## src/rtl/sprite_motion_ctrl.sv

```systemverilog
// Per-frame player sprite motion: walking with screen clamp, jump FSM with integer gravity.
// Latency: all outputs registered, valid one cycle after the i_frame cycle, held until the next pulse.
// Backpressure: none; inputs are level samples taken only in the i_frame cycle.
//
// Ports: i_clk_pix/i_rst_n (sync, active-low), i_frame pulse, debounced button levels in;
//        o_sprx/o_spry signed sprite top-left, o_face_left, o_walking, o_jumping out.
module sprite_motion_ctrl #(
  parameter int CORDW      = 16,
  parameter int H_RES      = 800,
  parameter int SPR_W      = 38,
  parameter int GROUND_Y   = 480,
  parameter int START_X    = 100,
  parameter int WALK_SPEED = 3,
  parameter int JUMP_VEL   = 12,
  parameter int GRAVITY    = 1,
  parameter int MAX_FALL   = 12
) (
  input  logic                    i_clk_pix,
  input  logic                    i_rst_n,
  input  logic                    i_frame,
  input  logic                    i_btn_left,
  input  logic                    i_btn_right,
  input  logic                    i_btn_jump,
  output logic signed [CORDW-1:0] o_sprx,
  output logic signed [CORDW-1:0] o_spry,
  output logic                    o_face_left,
  output logic                    o_walking,
  output logic                    o_jumping
);

  localparam int W1 = CORDW + 1;

  // Intermediates are one bit wider than the stored coordinates so no sum can wrap.
  localparam logic signed [W1-1:0] X_MAX_W = W1'(H_RES - SPR_W);
  localparam logic signed [W1-1:0] STEP_W  = W1'(WALK_SPEED);
  localparam logic signed [W1-1:0] GND_W   = W1'(GROUND_Y);
  localparam logic signed [W1-1:0] Y_MIN_W = W1'(-(2 ** (CORDW - 1)));
  localparam logic [W1-1:0]        GRAV_W  = W1'(GRAVITY);
  localparam logic [W1-1:0]        MAXF_W  = W1'(MAX_FALL);

  localparam logic [CORDW-1:0]        VY_JUMP = CORDW'(JUMP_VEL);
  localparam logic [CORDW-1:0]        VY_GRAV = CORDW'(GRAVITY);
  localparam logic [CORDW-1:0]        VY_MAXF = CORDW'(MAX_FALL);
  localparam logic signed [CORDW-1:0] X_START = CORDW'(START_X);
  localparam logic signed [CORDW-1:0] Y_GND   = CORDW'(GROUND_Y);

  typedef enum logic [1:0] {ST_GROUND, ST_RISE, ST_FALL} state_t;

  state_t                  state_q, state_d;
  logic signed [CORDW-1:0] x_q, x_d;
  logic signed [CORDW-1:0] y_q, y_d;
  logic [CORDW-1:0]        vy_q, vy_d;
  logic                    face_q, face_d;
  logic                    walking_q, walking_d;
  logic                    jumping_q, jumping_d;
  logic                    jump_prev_q, jump_prev_d;

  logic                    dir_left, dir_right, jump_edge;
  logic signed [W1-1:0]    x_ext, x_cand, x_clamp;
  logic signed [W1-1:0]    y_ext, vy_ext, y_rise, y_fall;
  logic [W1-1:0]           nvy_sum;
  logic [CORDW-1:0]        nvy;

  assign dir_left  = i_btn_left & ~i_btn_right;
  assign dir_right = i_btn_right & ~i_btn_left;
  assign jump_edge = i_btn_jump & ~jump_prev_q;

  // Horizontal candidate and clamp to [0, H_RES-SPR_W]
  always_comb begin
    x_ext = {x_q[CORDW-1], x_q};
    x_cand = x_ext;
    if (dir_left) begin
      x_cand = x_ext - STEP_W;
    end else if (dir_right) begin
      x_cand = x_ext + STEP_W;
    end
    x_clamp = x_cand;
    if (x_cand[W1-1]) begin
      x_clamp = '0;
    end else if (x_cand > X_MAX_W) begin
      x_clamp = X_MAX_W;
    end
  end

  // State register (with datapath flops)
  always_ff @(posedge i_clk_pix) begin
    if (!i_rst_n) begin
      state_q     <= ST_GROUND;
      x_q         <= X_START;
      y_q         <= Y_GND;
      vy_q        <= '0;
      face_q      <= 1'b0;
      walking_q   <= 1'b0;
      jumping_q   <= 1'b0;
      // A button already held through reset must not launch a jump.
      jump_prev_q <= 1'b1;
    end else begin
      state_q     <= state_d;
      x_q         <= x_d;
      y_q         <= y_d;
      vy_q        <= vy_d;
      face_q      <= face_d;
      walking_q   <= walking_d;
      jumping_q   <= jumping_d;
      jump_prev_q <= jump_prev_d;
    end
  end

  // Next state: jump FSM with vertical position and velocity magnitude
  always_comb begin
    state_d = state_q;
    y_d     = y_q;
    vy_d    = vy_q;
    y_ext   = {y_q[CORDW-1], y_q};
    vy_ext  = signed'({1'b0, vy_q});
    y_rise  = y_ext - vy_ext;
    nvy_sum = {1'b0, vy_q} + GRAV_W;
    nvy     = (nvy_sum > MAXF_W) ? VY_MAXF : nvy_sum[CORDW-1:0];
    y_fall  = y_ext + signed'({1'b0, nvy});
    if (i_frame) begin
      case (state_q)
        ST_GROUND: begin
          if (jump_edge) begin
            vy_d    = VY_JUMP;
            state_d = ST_RISE;
          end else begin
            y_d = Y_GND;
          end
        end
        ST_RISE: begin
          y_d = (y_rise < Y_MIN_W) ? Y_MIN_W[CORDW-1:0] : y_rise[CORDW-1:0];
          if (vy_q <= VY_GRAV) begin
            vy_d    = '0;
            state_d = ST_FALL;
          end else begin
            vy_d = vy_q - VY_GRAV;
          end
        end
        ST_FALL: begin
          if (y_fall >= GND_W) begin
            y_d     = Y_GND;
            vy_d    = '0;
            state_d = ST_GROUND;
          end else begin
            y_d  = y_fall[CORDW-1:0];
            vy_d = nvy;
          end
        end
        default: state_d = ST_GROUND;
      endcase
    end
  end

  // Outputs: x, facing and animation flags, all judged against the next state
  always_comb begin
    x_d         = x_q;
    face_d      = face_q;
    walking_d   = walking_q;
    jumping_d   = jumping_q;
    jump_prev_d = jump_prev_q;
    if (i_frame) begin
      x_d         = x_clamp[CORDW-1:0];
      jump_prev_d = i_btn_jump;
      if (dir_left) begin
        face_d = 1'b1;
      end else if (dir_right) begin
        face_d = 1'b0;
      end
      jumping_d = (state_d != ST_GROUND);
      // Pushing into a wall does not animate walking.
      walking_d = (state_d == ST_GROUND) && (dir_left || dir_right) && (x_clamp != x_ext);
    end
  end

  assign o_sprx      = x_q;
  assign o_spry      = y_q;
  assign o_face_left = face_q;
  assign o_walking   = walking_q;
  assign o_jumping   = jumping_q;

endmodule

```

## config.mk

```make
export PLATFORM = sky130hd
export DESIGN_NAME = sprite_motion_ctrl
export DESIGN_NICKNAME = d
export VERILOG_FILES = /design/src/rtl/sprite_motion_ctrl.sv
export SDC_FILE = /design/constraint.sdc
export NUM_CORES = 1
export LEC_CHECK = 0
export ABC_CLOCK_PERIOD_IN_PS = 7100
export BUFFER_PORTS_ARGS = -buffer_cell sky130_fd_sc_hd__buf_2
export CAP_MARGIN = 20
export CORE_UTILIZATION = 60
export CTS_CLUSTER_DIAMETER = 40
export DETAILED_ROUTE_END_ITERATION = 8
export HOLD_SLACK_MARGIN = 0.08
export PLACE_DENSITY = 0.8
export RECOVER_POWER = 50
export SLEW_MARGIN = 20
export SYNTH_ARGS = -nofsm -noshare
export SYNTH_HDL_FRONTEND = slang
export SYNTH_SLANG_ARGS = --single-unit
```

## constraint.sdc

```tcl
create_clock -name i_clk_pix -period 7.1 [get_ports i_clk_pix]
set_clock_uncertainty 0.2 [all_clocks]
set_input_delay 1.42 -clock i_clk_pix [delete_from_list [all_inputs] [get_ports i_clk_pix]]
set_output_delay 1.42 -clock i_clk_pix [all_outputs]
set_load 0.02 [all_outputs]
```

* Word level (Yosys, flattened, before mapping)
Cells that the tools add are included.
W data, S select, Z words.
** Storage, ports and cells
- Output and inout port bits :: 35
- Bits in registers :: 54
** Cells by class
- Reductions and logical operators :: 11
- Muxes and demuxes :: 20
- $add $sub $neg :: 6
- Bitwise logic cells :: 6
- Equal/unequal tests :: 5
- $lt $le $gt $ge :: 5
** Operators by type and width (count)
- $mux W16 :: 9
- $pmux W16 S3 :: 2
- $mux W17 :: 2
- $add A16 B1 Y17 const B :: 1
- $add A16 B17 Y17 :: 1
- $add A16 B3 Y17 const B :: 1
- $ge A17 B10 Y1 const B :: 1
- $gt A17 B11 Y1 const B :: 1
- $gt A17 B4 Y1 const B :: 1
- $lt A17 B16 Y1 const B :: 1
- $ne A17 B16 Y1 :: 1
- $sub A16 B17 Y17 :: 1
- $sub A16 B3 Y17 const B :: 1
- $le A16 B1 Y1 const B :: 1
- $sub A16 B1 Y16 const B :: 1
- $mux W2 :: 4
- $pmux W2 S3 :: 1
- $reduce_and A3 Y1 :: 2
- $logic_not A2 Y1 :: 2
- $ne A2 B2 Y1 const B :: 2
- $reduce_bool A2 Y1 :: 2
- $and A1 B1 Y1 :: 3
- $not A1 Y1 :: 3
- $reduce_bool A3 Y1 :: 1
- 6 further kinds :: 8

* Longest topological paths before layout
Gate-level depths: netlist of run 1.
- Depth after elaboration :: 11
- Mapped depth :: 21

* Worst setup path before layout of run 1
No wires, ideal clock.
- Path type :: register to register
- From :: register vy_q[2]
- To :: register walking_q, in the netlist o_walking
- Cell stages (with the launch flop) :: 21
- Data arrival time :: 5.005 ns
- Library setup time :: 0.116 ns
- Slack :: 1.779 ns
- Path buffers :: 1
- Path through :: dfxtp_1 > clkbuf_1 > inv_1 > nor3_1 > a2111oi_0 > a41oi_1 > a211oi_1 > o211ai_1 > nor4_1 > and2_1 > ha_1 > fa_1 > a211oi_1 > o21bai_1 > a221oi_1 > nand3_1 > a2111o_1 > o32ai_1 > a21boi_0 > a22o_1 > a41o_1
** On the way
- Word-level cells in the longest chain between the ends :: 11
- Elaborated cells between the ends (all ways) :: 13
** RTL lines
- start, declared :: RTL line 52 : logic [CORDW-1:0] vy_q, vy_d;
- start signal, assigned :: RTL line 101 : vy_q <= vy_d;
- $add A16 B1 Y17 :: RTL line 117 : nvy_sum = {1'b0, vy_q} + GRAV_W;
- $gt A17 B4 Y1 :: RTL line 118 : nvy = (nvy_sum > MAXF_W) ? VY_MAXF : nvy_sum[CORDW-1:0];
- $mux W16 :: RTL line 118
- $add A16 B17 Y17 :: RTL line 119 : y_fall = y_ext + signed'({1'b0, nvy});
- $ge A17 B10 Y1 :: RTL line 140 : if (y_fall >= GND_W) begin
- $mux W2 :: RTL line 140
- $pmux W2 S3 (*) :: RTL line 121 : case (state_q)
- $mux W2 (*) :: RTL line 120 : if (i_frame) begin
- $logic_not A2 Y1 (*) :: RTL line 171 : walking_d = (state_d == ST_GROUND) && (dir_left || dir_right) && (x_clamp != x_ext);
- $logic_and A1 B1 Y1 (*) (2 in a row) :: RTL line 171
- end signal, assigned :: RTL line 103 : walking_q <= walking_d;
- end, declared :: RTL line 54 : logic walking_q, walking_d;
Mark *: on every way between the ends. The rest lies on a longest branch, timed or not.
A chain may end at the register's enable or synchronous reset.

* Worst setup path in the final report of run 1
- From :: register vy_q[2]
- To :: register jumping_q, in the netlist o_jumping
** On the way
- Word-level cells in the longest chain between the ends :: 9
- Elaborated cells between the ends (all ways) :: 11
** RTL lines
- $add A16 B1 Y17 :: RTL line 117
- $gt A17 B4 Y1 :: RTL line 118
- $mux W16 :: RTL line 118
- $add A16 B17 Y17 :: RTL line 119
- $ge A17 B10 Y1 :: RTL line 140
- $mux W2 :: RTL line 140
- $pmux W2 S3 (*) :: RTL line 121
- $mux W2 (*) :: RTL line 120
- $reduce_bool A2 Y1 (*) :: RTL line 169 : jumping_d = (state_d != ST_GROUND);
- end signal, assigned :: RTL line 104 : jumping_q <= jumping_d;
- end, declared :: RTL line 55 : logic jumping_q, jumping_d;
Marks and branches as above.

==> results of run 1 <==
[registers in the layout, indices dropped and copies added (netlist names)]
register     cells
o_sprx          16
o_spry          16
vy_q            16
state_q          2
jump_prev_q      1
o_face_left      1
o_jumping        1
o_walking        1
[path summary, 6_finish.rpt]
kind / to / slack (ps) / depth (start not counted)
setup reg to reg: o_jumping$_SDFFE_PN0P_ / 1230 / 19
setup / recovery: o_jumping$_SDFFE_PN0P_ / 1230 / 19
hold reg to reg: o_face_left$_SDFFE_PN0P_ / 310 / 2
hold / removal: o_face_left$_SDFFE_PN0P_ / 310 / 2
[kinds of logic (layout without fill, tap and decap cells)]
group,after synthesis,count (layout),synth area share
compound gates,209,209,0.275
xor+xnor,39,39,0.0668
fa+ha+maj,42,42,0.106
buf+inv,69,88,0.0529
flops,54,54,0.212
mux,4,4,0.00784
other cells,1,8,0.000734
simple gates,293,293,0.279
[area by class of cell]
| type | instances | share of cell area |
|---|---|---|
| flip-flops and latches | 54 | 0.199 |
| clock inverters | 3 | 0.00807 |
| repair buffers | 44 | 0.0334 |
| inverters | 36 | 0.0249 |
| well taps | 105 | 0.0242 |
| multi-input cells | 595 | 0.697 |
| clock buffers | 5 | 0.0127 |
[cell usage after synthesis (3+ instances only)]
master / n
a21oi_1: 47
o211ai_1: 10
nor2_1: 68
o21ai_0: 40
dfxtp_1: 54
o2111ai_1: 4
nand4_1: 6
nand4b_1: 3
o22ai_1: 7
or3_1: 9
a211oi_1: 7
and3_1: 12
buf_2: 3
nor4_1: 10
mux2i_1: 4
nor3_1: 33
clkbuf_1: 27
inv_1: 33
a21o_1: 11
nor2b_1: 8
a2111oi_0: 4
and2_1: 8
nand2_1: 76
xnor2_1: 26
o221ai_1: 15
a221oi_1: 7
xor2_1: 13
nand2b_1: 12
ha_1: 40
o21a_1: 13
or2_2: 5
a31oi_1: 11
a21boi_0: 3
nand3_1: 31
a311oi_1: 4
[metrics by stage]
stage | setup WS, ps | std cells | hold WS (ps) | power [mW] | util
2_1_floorplan | 1780 | 718 | 256 | 0.401 | -
3_3_place_gp | 1710 | 834 | 277 | 0.424 | 0.653
3_5_place_dp | 1380 | 834 | 278 | 0.427 | 0.653
4_1_cts | 1350 | 842 | 293 | 0.643 | 0.666
5_1_grt | 706 | 842 | 336 | 0.670 | 0.660
6_report | 1230 | 842 | 306 | 0.642 | 0.660
[worst register-to-register path, cell delays in order (launching register included)]
cell	delay, ps
dfxtp_1	510
inv_1	160
nor3_1	520
nand3_1	260
a211oi_1	280
o211ai_1	120
nor4_1	480
o21ai_0	320
ha_1	420
a21o_1	200
a21oi_1	330
a211oi_1	150
o21a_1	220
o21ai_0	220
o32ai_1	130
buf_4	180
a2111oi_0	560
a22o_1	270
o21ai_0	70
and2_1	170
[power breakdown]
part	switching (mW)	internal [mW]	leakage, nW	total [mW]
Clock	0.114	0.106	0.0585	0.220
Sequential	0.00901	0.307	0.436	0.316
Combinational	0.0684	0.0375	1.61	0.106
[metal layers]
| layer | up-vias | track usage | wire length [µm] |
|---|---|---|---|
| li1 | 2652 | - | - |
| met4 | 0 | 0.104 | 350 |
| met1 | 2520 | 0.443 | 6680 |
| met5 | - | 0 | 0 |
| met2 | 225 | 0.538 | 6650 |
| met3 | 24 | 0.0356 | 867 |
==> impl_metrics.ini, run 1 <==
[finish]
multi_input_area_um2 = 3780
synthToLayoutAreaGrowth_pct = 6.19
antenna_cells = 0
regArea_um2 = 1080
layout_common_cells = 76 x nand2_1, 68 x nor2_1, 54 x dfxtp_1, 47 x a21oi_1
layout_commonest_cell = nand2_1
drive_gt1_frac = 0.0393
fin_area_um2 = 5430
nets = 784
final.fill_count = 775

[routing]
ant_nets = 0
initialDrtViolationCount = 370
via_count = 5421
wl_um = 14500
wire_per_inst_um = 17.3
drc = 0
viasPerCell = 6.44
dr.pass1.iters = 6

[clock_tree]
cts_buffers = 5
cts_resized = 0
clock-sinks = 54
clkLatencyLatePin_ps = 320
cts-hold-fix-buffers = 0
cts-htree-levels = 2
clk_pin_slew_ps = 110
cts_root_buf = clkbuf_8
cts_tree = built
cts_buffer_depth = 2
cts_setup_buffers = 0

[critical_path]
reg2reg_from = vy_q[2]$_SDFFE_PN0P_
cp_slowest_cell = a2111oi_0
crit_arrival_ps = 5900
path_class = reg2reg
startpoint_type = register
cp_top_family = compound AO/OA/AOI/OAI gates
worstPathRequired_ps = 7130
crit_start = vy_q[2]$_SDFFE_PN0P_
crit_path_max_fanout = 10
critPathMaxStageDelay_ps = 560
cp-end-kind = register
critPathBufInv = 2
cp_cell_sequence = inv_1 -> nor3_1 -> nand3_1 -> a211oi_1 -> o211ai_1 -> nor4_1 -> o21ai_0 -> ha_1 -> a21o_1 -> a21oi_1 -> a211oi_1 -> o21a_1 -> o21ai_0 -> o32ai_1 -> buf_4 -> a2111oi_0 -> a22o_1 -> o21ai_0 -> and2_1
crit_top_cell = o21ai_0

[logic_synthesis]
async_flop_share = 0
synth_area_leaders = dfxtp_1 21%, ha_1 9.8%, nand2_1 5.6%, nor2_1 5.0%, a21oi_1 4.6%
synth_ff_type = dfxtp_1
yosysUniqueCellTypes = 71
netlist_instances = 711
synth.ff_latch_count = 54
synth_edf_count = 0
synth_area_leader_cell = dfxtp_1
synth_area_um2 = 5110
avgSynthCellArea_um2 = 7.19
ys_warn_count = 0
synth.top_cell.area_share = 0.212
yosysSeqAreaShare = 0.212

[placement]
hpwl_um = 11100
io_buffer_count = 40
placed_area_um2 = 5360
routabilityCongestion = 1.02

[sta]
tightest_slew_ps = 854
slew-limit-headroom = 0.416
setup_tns_ps = 0
fin_crit_ps = 5870
hold_viol_final = 0
finalMaxSlewViolations = 0
fin_crit_sh = 0.827
setup_viol = 0
grt_setup_unrepaired = false
fmax_ghz = 0.170

[global_route]
grt_pass1_vias = 4742
overflow = 0
antenna_found_initial = 0
grt_start_max_net_pins = 29
grt_pass1_wl_um = 23100
grtUsageTotal = 0.327

[power_and_ir_drop]
ir_worst_vdd_uv = 74.3
power_density_nw_per_um2 = 118
p_leak_nw = 2.10

[job]
max_cap_viol_count = 0

[worst_hold_path]
hp-start = o_face_left$_SDFFE_PN0P_
hold_path.class = reg2reg

[die]
io_pins = 41
initial_core_util = 0.622
fp.dieH_um = 94.3
die_w_um = 94.3
die_area_um2 = 8890
placeableCoreArea_um2 = 8220
rows = 33

[outcome]
status = finished, final reports clean
Power figures use the tool's default switching activity.
==> run 2: changes to the inputs <==
--- a/config.mk
+++ b/config.mk
@@ -5,7 +5,7 @@
 export SDC_FILE = /design/constraint.sdc
 export NUM_CORES = 1
 export LEC_CHECK = 0
-export ABC_CLOCK_PERIOD_IN_PS = 7100
+export ABC_CLOCK_PERIOD_IN_PS = 5650
 export BUFFER_PORTS_ARGS = -buffer_cell sky130_fd_sc_hd__buf_2
 export CAP_MARGIN = 20
 export CORE_UTILIZATION = 60
==> constraint.sdc (replaced) <==
create_clock -name i_clk_pix -period 5.65 [get_ports i_clk_pix]
set_clock_uncertainty 0.2 [all_clocks]
set_input_delay 1.13 -clock i_clk_pix [delete_from_list [all_inputs] [get_ports i_clk_pix]]
set_output_delay 1.13 -clock i_clk_pix [all_outputs]
set_load 0.02 [all_outputs]
==> run 2 against run 1 <==
Effect of this change: worst setup slack lost 940 ps; fmax up 9.5%; global-route usage decreased by 0.36 points; critical path depth up 1; largest power group unchanged.
==> impl_metrics.ini, run 2 (same netlist as run 1, synthesis figures left out) <==
[routing]
drc = 0
initialDrtViolationCount = 388
ant_nets = 0
wire_per_inst_um = 17.0
wl_um = 14400
viasPerCell = 6.51
via_count = 5498
dr.pass1.iters = 5

[clock_tree]
clkLatencyLatePin_ps = 330
clk_pin_slew_ps = 110
cts_buffers = 5
cts_buffer_depth = 2
cts_root_buf = clkbuf_8
clock-sinks = 54
cts_tree = built
cts-htree-levels = 2

[critical_path]
startpoint_type = register
reg2reg_from = vy_q[0]$_SDFFE_PN0P_
crit_path_max_fanout = 10
regToRegSetupSlack_ps = 290
worstPathRequired_ps = 5680
r2r_end = o_spry[2]$_SDFFE_PN0P_
cp-end-kind = register
crit_arrival_ps = 5400
r2r_cells = 20
path_class = reg2reg

[global_route]
grt_pass1_wl_um = 22800
grt_start_max_net_pins = 29
grtUsageTotal = 0.324
antenna_found_initial = 0
grt_pass1_vias = 4828
overflow = 0

[finish]
layout_commonest_cell = nand2_1
final.fill_count = 749
fin_cells = 845
synthToLayoutAreaGrowth_pct = 7.62
nets = 787
antenna_cells = 0
layout_common_cells = 76 x nand2_1, 68 x nor2_1, 53 x dfxtp_1, 47 x a21oi_1, 40 x ha_1
fin_util = 0.669
drive_gt1_frac = 0.0527
fin_area_um2 = 5500

[placement]
dp.cells = 837
io_buffer_count = 40
hpwl_um = 11000
routabilityCongestion = 0.958
placed_area_um2 = 5390

[power_and_ir_drop]
ir_worst_vdd_uv = 141
power_density_nw_per_um2 = 148
p_leak_nw = 2.13

[job]
max_cap_viol_count = 0

[sta]
fin_crit_ps = 5360
tightest_slew_ps = 982
setup_viol = 0
finalMaxSlewViolations = 0
slew-limit-headroom = 0.336
hold_viol_final = 0
fmax_ghz = 0.186
grt_setup_unrepaired = true
fin_crit_sh = 0.949
holdWs_ps = 302

[die]
placeableCoreArea_um2 = 8220
rows = 33
fp.dieH_um = 94.3
die_area_um2 = 8890
die_w_um = 94.3
io_pins = 41
initial_core_util = 0.622

[worst_hold_path]
hold_path.class = reg2reg
min_to = o_face_left$_SDFFE_PN0P_
hold_path_depth = 2
hp-start = o_face_left$_SDFFE_PN0P_

[outcome]
status = finished, final reports clean
run 2: cell types whose count changed in the layout (fill, tap and decap cells not counted), sizes merged:
cell | previous run | this run
buf | 7 | 12
clkbuf | 42 | 40
clkinv | 3 | 2
clkinvlp | 0 | 1
run 2: power breakdown:
group	leakage (nW)	internal (mW)	switching, mW
Clock	0.0563	0.135	0.143
Sequential	0.437	0.386	0.0102
Combinational	1.64	0.0490	0.0881
run 2: how the worst max path moves through the flow:
| stage | from | end | slack [ps] |
|---|---|---|---|
| floorplan | vy_q[2]$_SDFFE_PN0P_ | o_walking$_SDFFE_PN0P_ | 330 |
| global placement | vy_q[0]$_SDFFE_PN0P_ | o_walking$_SDFFE_PN0P_ | 230 |
| detailed placement | vy_q[0]$_SDFFE_PN0P_ | o_spry[2]$_SDFFE_PN0P_ | -160 |
| CTS | vy_q[0]$_SDFFE_PN0P_ | o_spry[2]$_SDFFE_PN0P_ | 130 |
| global route | vy_q[1]$_SDFFE_PN0P_ | o_jumping$_SDFFE_PN0P_ | -110 |
| finish | vy_q[0]$_SDFFE_PN0P_ | o_spry[2]$_SDFFE_PN0P_ | 290 |
run 2: routing by layer:
| layer | routed length, µm | part of all wire | global-route usage | up-vias |
|---|---|---|---|---|
| met5 | 0 | 0 | 0 | - |
| met2 | 6680 | 0.46 | 0.552 | 243 |
| met1 | 6210 | 0.43 | 0.412 | 2556 |
| met3 | 1050 | 0.073 | 0.0502 | 38 |
| met4 | 450 | 0.031 | 0.105 | 0 |
| li1 | - | - | - | 2661 |
run 2: area by class of cell:
type                    count  area, µm²  area share
clock buffers               5       68.8      0.0125
clock inverters             3       48.8     0.00887
inverters                  36        135      0.0246
multi-input cells         595       3820       0.695
flip-flops and latches     54       1080       0.197
well taps                 105        131      0.0239
repair buffers             47        209      0.0380
run 2: timing repair:
item,CTS,global route
endpoints found under the setup margin,11,22
pin swaps,0,0
hold buffers,0,0
endpoints found under the hold margin,0,0
buffers inserted,0,0
resized for setup,2,7
run 2: stage by stage:
stage | setup TNS, ps | power, mW | worst slack (ps)
2_1_floorplan | 0 | 0.504 | 329
3_3_place_gp | 0 | 0.534 | 232
5_1_grt | -291 | 0.846 | -110
4_1_cts | 0 | 0.817 | 135
3_5_place_dp | -1230 | 0.539 | -164
6_report | 0 | 0.812 | 287
run 2: worst max-delay path: stages, from the launching register on:
cell and delay, ps:
dfxtp_2 450, ha_1 250, nand3_1 200, nor3_2 290, nor3_1 80, a31oi_1 170, a211oi_1 80, o211ai_1 150
nor4_4 80, and2_1 170, ha_1 200, fa_1 440, a211oi_2 290, o21bai_1 190, a221oi_1 360, nand3_1 150
a2111o_1 440, o32ai_2 340, buf_4 230, nand2_1 180, o221ai_1 300
